[config.mk]
export PLATFORM = sky130hd
export DESIGN_NAME = hazard_stall_unit
export DESIGN_NICKNAME = d
export VERILOG_FILES = /design/src/rtl/pipe_pkg.sv /design/src/rtl/hazard_stall_unit_sat_counter.sv /design/src/rtl/hazard_stall_unit.sv
export SDC_FILE = /design/constraint.sdc
export NUM_CORES = 1
export LEC_CHECK = 0
export CORE_MARGIN = 2
export CORE_UTILIZATION = 45
export CTS_CLUSTER_SIZE = 10
export DETAILED_ROUTE_END_ITERATION = 10
export PLACE_DENSITY = 0.77
export SLEW_MARGIN = 20
export SYNTH_ARGS = -nofsm -noshare
export SYNTH_HDL_FRONTEND = slang
export SYNTH_SLANG_ARGS = --single-unit
[constraint.sdc]
create_clock -name clk -period 1.9 [get_ports clk]
set_input_delay 0.19 -clock clk [delete_from_list [all_inputs] [get_ports clk]]
set_output_delay 0.19 -clock clk [all_outputs]
set_load 0.02 [all_outputs]
[src/rtl/pipe_pkg.sv]
// rtl/pipe_pkg.sv - shared scoreboard entry, forward-select encoding and register-index constants
package pipe_pkg;

  // Register-index width carried in a scoreboard entry.
  localparam int REG_IDX_W = 5;

  // Register index that never creates a hazard (XZR).
  localparam int ZERO_REG = 31;

  // Scoreboard stage slots.
  localparam int SB_EX    = 0;
  localparam int SB_MEM   = 1;
  localparam int SB_WB    = 2;
  localparam int SB_DEPTH = 3;

  typedef struct packed {
    logic                 valid;
    logic [REG_IDX_W-1:0] rd;
    logic                 is_load;
    logic                 flag_write;
  } sb_entry_t;

  typedef enum logic [1:0] {
    FWD_RF    = 2'd0,
    FWD_EXMEM = 2'd1,
    FWD_MEMWB = 2'd2
  } fwd_sel_t;

  // A source read by ID collides with an older in-flight destination.
  function automatic logic raw_match(input sb_entry_t e, input logic used,
                                     input logic [REG_IDX_W-1:0] src);
    return e.valid && used && (src == e.rd);
  endfunction

endpackage

[src/rtl/hazard_stall_unit_sat_counter.sv]
// rtl/hazard_stall_unit_sat_counter.sv - saturating event counter, holds at all-ones
module sat_counter #(
  parameter int CNT_W = 32
) (
  input  logic             clk,
  input  logic             reset,
  input  logic             inc,
  output logic [CNT_W-1:0] count
);

  logic [CNT_W-1:0] count_q;
  logic [CNT_W-1:0] count_d;

  // Step by one unless already pinned at the maximum.
  always_comb begin
    count_d = count_q;
    if (inc && (count_q != {CNT_W{1'b1}})) begin
      count_d = count_q + CNT_W'(1);
    end
  end

  // Counter register, cleared immediately on reset.
  always_ff @(posedge clk or negedge reset) begin
    if (!reset) begin
      count_q <= '0;
    end else begin
      count_q <= count_d;
    end
  end

  assign count = count_q;

endmodule

[src/rtl/hazard_stall_unit.sv]
// rtl/hazard_stall_unit.sv - ID/EX stall/flush control with RAW/flag scoreboard; HAZARD_FWD_EN enables forwarding
module hazard_stall_unit
  import pipe_pkg::sb_entry_t, pipe_pkg::fwd_sel_t, pipe_pkg::raw_match,
         pipe_pkg::FWD_RF, pipe_pkg::FWD_EXMEM, pipe_pkg::FWD_MEMWB,
         pipe_pkg::SB_EX, pipe_pkg::SB_MEM, pipe_pkg::SB_WB, pipe_pkg::SB_DEPTH;
#(
  parameter int NREG_W   = pipe_pkg::REG_IDX_W,
  parameter int ZERO_REG = pipe_pkg::ZERO_REG,
  parameter int CNT_W    = 32
) (
  input  logic              clk,
  input  logic              reset,
  input  logic [NREG_W-1:0] id_rn,
  input  logic [NREG_W-1:0] id_rm,
  input  logic              id_uses_rn,
  input  logic              id_uses_rm,
  input  logic [NREG_W-1:0] id_rd,
  input  logic              id_reg_write,
  input  logic              id_mem_read,
  input  logic              id_flag_write,
  input  logic              id_reads_flags,
  input  logic              mem_take_branch,
  output logic              pc_enable,
  output logic              if_id_enable,
  output logic              if_id_flush,
  output logic              id_ex_enable,
  output logic              id_ex_bubble,
  output logic              ex_mem_flush,
  output logic [1:0]        fwd_a_sel,
  output logic [1:0]        fwd_b_sel,
  output logic [CNT_W-1:0]  stall_count,
  output logic [CNT_W-1:0]  flush_count
);

  localparam logic [NREG_W-1:0] ZERO_IDX = ZERO_REG[NREG_W-1:0];

  sb_entry_t sb_q [SB_DEPTH];
  sb_entry_t sb_d [SB_DEPTH];
  sb_entry_t id_entry;

  logic raw_ex_a;
  logic raw_ex_b;
  logic raw_mem_a;
  logic raw_mem_b;
  logic flag_haz;
  logic stall;
  logic flush;
  logic issue;

  // Hazard detection against the in-flight scoreboard; WB never stalls (write-before-read RF).
  always_comb begin
    raw_ex_a  = raw_match(sb_q[SB_EX],  id_uses_rn, id_rn);
    raw_ex_b  = raw_match(sb_q[SB_EX],  id_uses_rm, id_rm);
    raw_mem_a = raw_match(sb_q[SB_MEM], id_uses_rn, id_rn);
    raw_mem_b = raw_match(sb_q[SB_MEM], id_uses_rm, id_rm);
    flag_haz  = id_reads_flags & sb_q[SB_EX].flag_write;
    flush     = mem_take_branch;
`ifdef HAZARD_FWD_EN
    stall     = ((raw_ex_a | raw_ex_b) & sb_q[SB_EX].is_load) | flag_haz;
`else
    stall     = raw_ex_a | raw_ex_b | raw_mem_a | raw_mem_b | flag_haz;
`endif
    issue     = ~stall & ~flush;
  end

  // Scoreboard advance; a flush squashes the wrong-path EX entry instead of promoting it.
  always_comb begin
    id_entry            = '0;
    id_entry.valid      = id_reg_write && (id_rd != ZERO_IDX);
    id_entry.rd         = id_rd;
    id_entry.is_load    = id_mem_read;
    id_entry.flag_write = id_flag_write;
    sb_d[SB_WB]         = sb_q[SB_MEM];
    sb_d[SB_MEM]        = flush ? '0 : sb_q[SB_EX];
    sb_d[SB_EX]         = issue ? id_entry : '0;
  end

  // Scoreboard registers, emptied immediately on reset.
  always_ff @(posedge clk or negedge reset) begin
    if (!reset) begin
      for (int i = 0; i < SB_DEPTH; i++) begin
        sb_q[i] <= '0;
      end
    end else begin
      for (int i = 0; i < SB_DEPTH; i++) begin
        sb_q[i] <= sb_d[i];
      end
    end
  end

  assign pc_enable    = ~stall | flush;
  assign if_id_enable = ~stall | flush;
  assign id_ex_enable = 1'b1;
  assign id_ex_bubble = stall | flush;
  assign if_id_flush  = flush;
  assign ex_mem_flush = flush;

`ifdef HAZARD_FWD_EN
  fwd_sel_t fwd_a;
  fwd_sel_t fwd_b;

  // Forward selects for the issuing instruction; the youngest (EX) producer wins.
  always_comb begin
    fwd_a = FWD_RF;
    fwd_b = FWD_RF;
    if (raw_ex_a) begin
      fwd_a = FWD_EXMEM;
    end else if (raw_mem_a) begin
      fwd_a = FWD_MEMWB;
    end
    if (raw_ex_b) begin
      fwd_b = FWD_EXMEM;
    end else if (raw_mem_b) begin
      fwd_b = FWD_MEMWB;
    end
  end

  assign fwd_a_sel = fwd_a;
  assign fwd_b_sel = fwd_b;
`else
  assign fwd_a_sel = 2'b00;
  assign fwd_b_sel = 2'b00;
`endif

  sat_counter #(.CNT_W(CNT_W)) u_stall_cnt (
    .clk   (clk),
    .reset (reset),
    .inc   (stall & ~flush),
    .count (stall_count)
  );

  sat_counter #(.CNT_W(CNT_W)) u_flush_cnt (
    .clk   (clk),
    .reset (reset),
    .inc   (flush),
    .count (flush_count)
  );

endmodule
==> flow_metrics.tcl <==
set metrics [dict create \
    status "finished, violations left" \
    violations "setup timing" \
    synthMuxAreaShare 0.003828 \
    cp-start-kind "register" \
    synth_most_common_cell "dfrtp_1" \
    synth_top_area_cell "dfrtp_1" \
    setup_slack_ps -259.5 \
    wl_per_cell_um 14.52 \
    final_nets 574 \
    cts_max_level 3 \
    hpwl_mm 7.111 \
    n_antenna_cell 0 \
    numCtsBuffers 9 \
    hold_violations 0 \
    cap_violations 0 \
    dp_slack_ps -570.3 \
    r2r_end "u_stall_cnt.count[1]" \
    endpoint "u_stall_cnt.count[1]" \
    drt_iter0_markers 99 \
    antenna_found_initial 0 \
    first_pass_iters 4 \
    n_fill_cell 658 \
    cts_sinks 77 \
    r2r_cells 7 \
    ys.warnings.count 0 \
    netlist_area_sq_mm 0.003923 \
    worst-r2r-setup-slack_ps -260 \
    ant_nets 0 \
    critical_path_class "reg2reg" \
    coreArea_sq_mm 0.008593 \
    grt_overflow_total 0 \
    tritoncts "built" \
    drive_gt1_frac 0.2586 \
    setup_viol 34 \
    fmax_mhz 463.1 \
    required_ps 2120 \
    synth_ff_type "dfrtp_1" \
    final_area_sq_mm 0.005894 \
    syn_avg_cell_area_sq_um 10.30 \
    post-route-period-util 1.137 \
    power.density_mw_per_mm2 754.1 \
    end_kind "register" \
    drc 0 \
    via_per_inst 5.210 \
    syn_inst 381 \
    portBuffers 91 \
    synth_xor_xnor_area_share 0.1675 \
    leakagePower_uw 0.002559 \
    grt_max_degree 78 \
    synthTopCellsByCount "77 x dfrtp_1, 50 x xnor2_1, 34 x nand3_1, 33 x nand2_1, 26 x nor2_1" \
    crit_arrival_ps 2380 \
    clk_pin_slew_worst_paths_ps 90 \
    initial_core_util 0.4565 \
    layout_min_cycle_time_ps 2160 \
    yosys.cell_types.count 47 \
    die_y_um 97.37 \
    grt_first_pass_wirelength_mm 15.97 \
    finalMaxSlewViolations 0 \
    cts_buffer_depth 2 \
    synth_adder_area_share 0.006380 \
    synth_edf_count 0 \
    drt_wl_total_mm 9.595 \
    ioPinCount 98 \
    crit_fanout 6 \
    syn_to_final_growth_pct 50.27 \
    hold_class "in2async" \
    ir_drop_v 0.0007841 \
    async_flop_share 1.000 \
    first_global_vias 3459 \
    synth_compound_area_frac 0.02552 \
    synth_top_area_share 0.4912 \
    dpl_cell_area_sq_mm 0.005433 \
    grt_usage 0.2062 \
    vias 3444 \
    critical_path.startpoint "sb_d[5]" \
    synth-seq-area-share 0.4912 \
    fin_util 0.6859 \
    die_x_um 97.37 \
    synth_top_family_by_area "simple AND/OR/NAND/NOR gates" \
    worst_clock_skew_ps 9.720 \
    timing.rr.start "sb_d[5]" \
    worstSkewPairLatency_ps 340 \
    die_area_sq_mm 0.009480 \
    root_buffer "clkbuf_8" \
    yosys.area_share.simple 0.2657 \
    rows 34 \
    rsz0062_at_grt "yes" \
    yosys-top-cells-area "dfrtp_1 49%, xnor2_1 11%, xor2_1 5.6%" \
    place.gp.congestion 0.9145 \
    ys_ff_latch 77 \
]
[cell families after synthesis]
logic type | Yosys count
AOI/OAI and AO/OA | 12
and+or+nand+nor | 183
DFF | 77
muxes | 1
adders and majority gates | 2
xor gates and xnor gates | 75
buffers and inverters | 29
other | 2
[worst max-delay path: stages, from the launching register on]
cell	delay (ps)
dfrtp_1	410
xor2_1	180
nor4_2	400
nand4_1	200
nand4b_4	200
buf_8	140
and3_4	210
mux2_4	300
[stage by stage]
stage               power [uW]  hold slack, ps  std cells  setup TNS (ps)
global route              4662           407.2        661           -6417
floorplan                 2388          -105.6        384          -90.98
detailed placement        2950           241.3        635          -15450
CTS                       4468           398.9        654           -2775
finish                    4445           392.4        661           -4609
global placement          2915           237.3        635          -13120
[layer usage]
metal | vias to the layer above | global-route usage | part of all wire
met3 | 19 | 0.04820 | 0.053
met1 | 1668 | 0.2500 | 0.41
met2 | 109 | 0.3475 | 0.51
met4 | 0 | 0.09722 | 0.026
met5 | - | 0 | 0
li1 | 1648 | - | -
[power breakdown]
part	internal [uW]	leakage, uW	total, uW	switching [uW]
Clock	879	0.000120	1490	615
Combinational	541	0.00143	1050	511
Sequential	1770	0.00101	1900	125
Total	3190	0.00256	4450	1250
[how the worst min path moves through the flow]
stage	cells after the start	slack, ps	end
after floorplan	0	-110	sb_d[2]
after global placement	2	240	u_stall_cnt.count[19]
after detailed placement	2	240	u_stall_cnt.count[19]
after CTS	3	400	u_stall_cnt.count[19]
after global routing	2	410	sb_q[21]
final	3	390	u_stall_cnt.count[19]
[cell usage in the layout, fill, tap and decap left out, types with 2 or more instances in the layout]
master and instances:
and2_1 6, and3_1 10, and4_1 5, buf_12 2, buf_4 74, buf_6 5, bufinv_16 3, clkbuf_8 9
clkdlybuf4s50_1 87, clkinv_4 3, conb_1 5, dfrtp_1 69, dfrtp_2 8, inv_1 10, inv_2 2, nand2_1 30
nand2_4 2, nand3_1 32, nand3_2 3, nand4_1 23, nand4b_1 2, nor2_1 23, nor2_2 5, nor2_4 3
nor2b_1 7, nor3_1 8, nor4_1 4, nor4_2 4, nor4b_1 2, o211ai_1 2, o21a_1 2, xnor2_1 48
xnor2_2 2, xor2_1 25
[flip-flops by register name, summed over array words and instances, names as in the netlist]
name / count
u_stall_cnt.count: 32
sb_q: 7
u_flush_cnt.count: 32
sb_d: 6
[area by class of cell]
cell class	instances	area, sq um	share of cell area
flip-flops and latches	77	1937	0.3286
inverters	12	45.04	0.007642
well taps	108	135.1	0.02293
multi-input cells	278	1982	0.3362
clock inverters	7	123.9	0.02101
repair buffers	170	1548	0.2626
clock buffers	9	123.9	0.02101
[timing repair]
item / 4_1_cts / 5_1_grt
pin swaps: 6 / 20
gates resized for setup: 30 / 18
hold buffers: 1 / 0
hold endpoints to repair: 77 / 0
buffers inserted: 2 / 7
setup endpoints to repair: 35 / 48
Note: power is estimated with default switching activity, not from simulation.
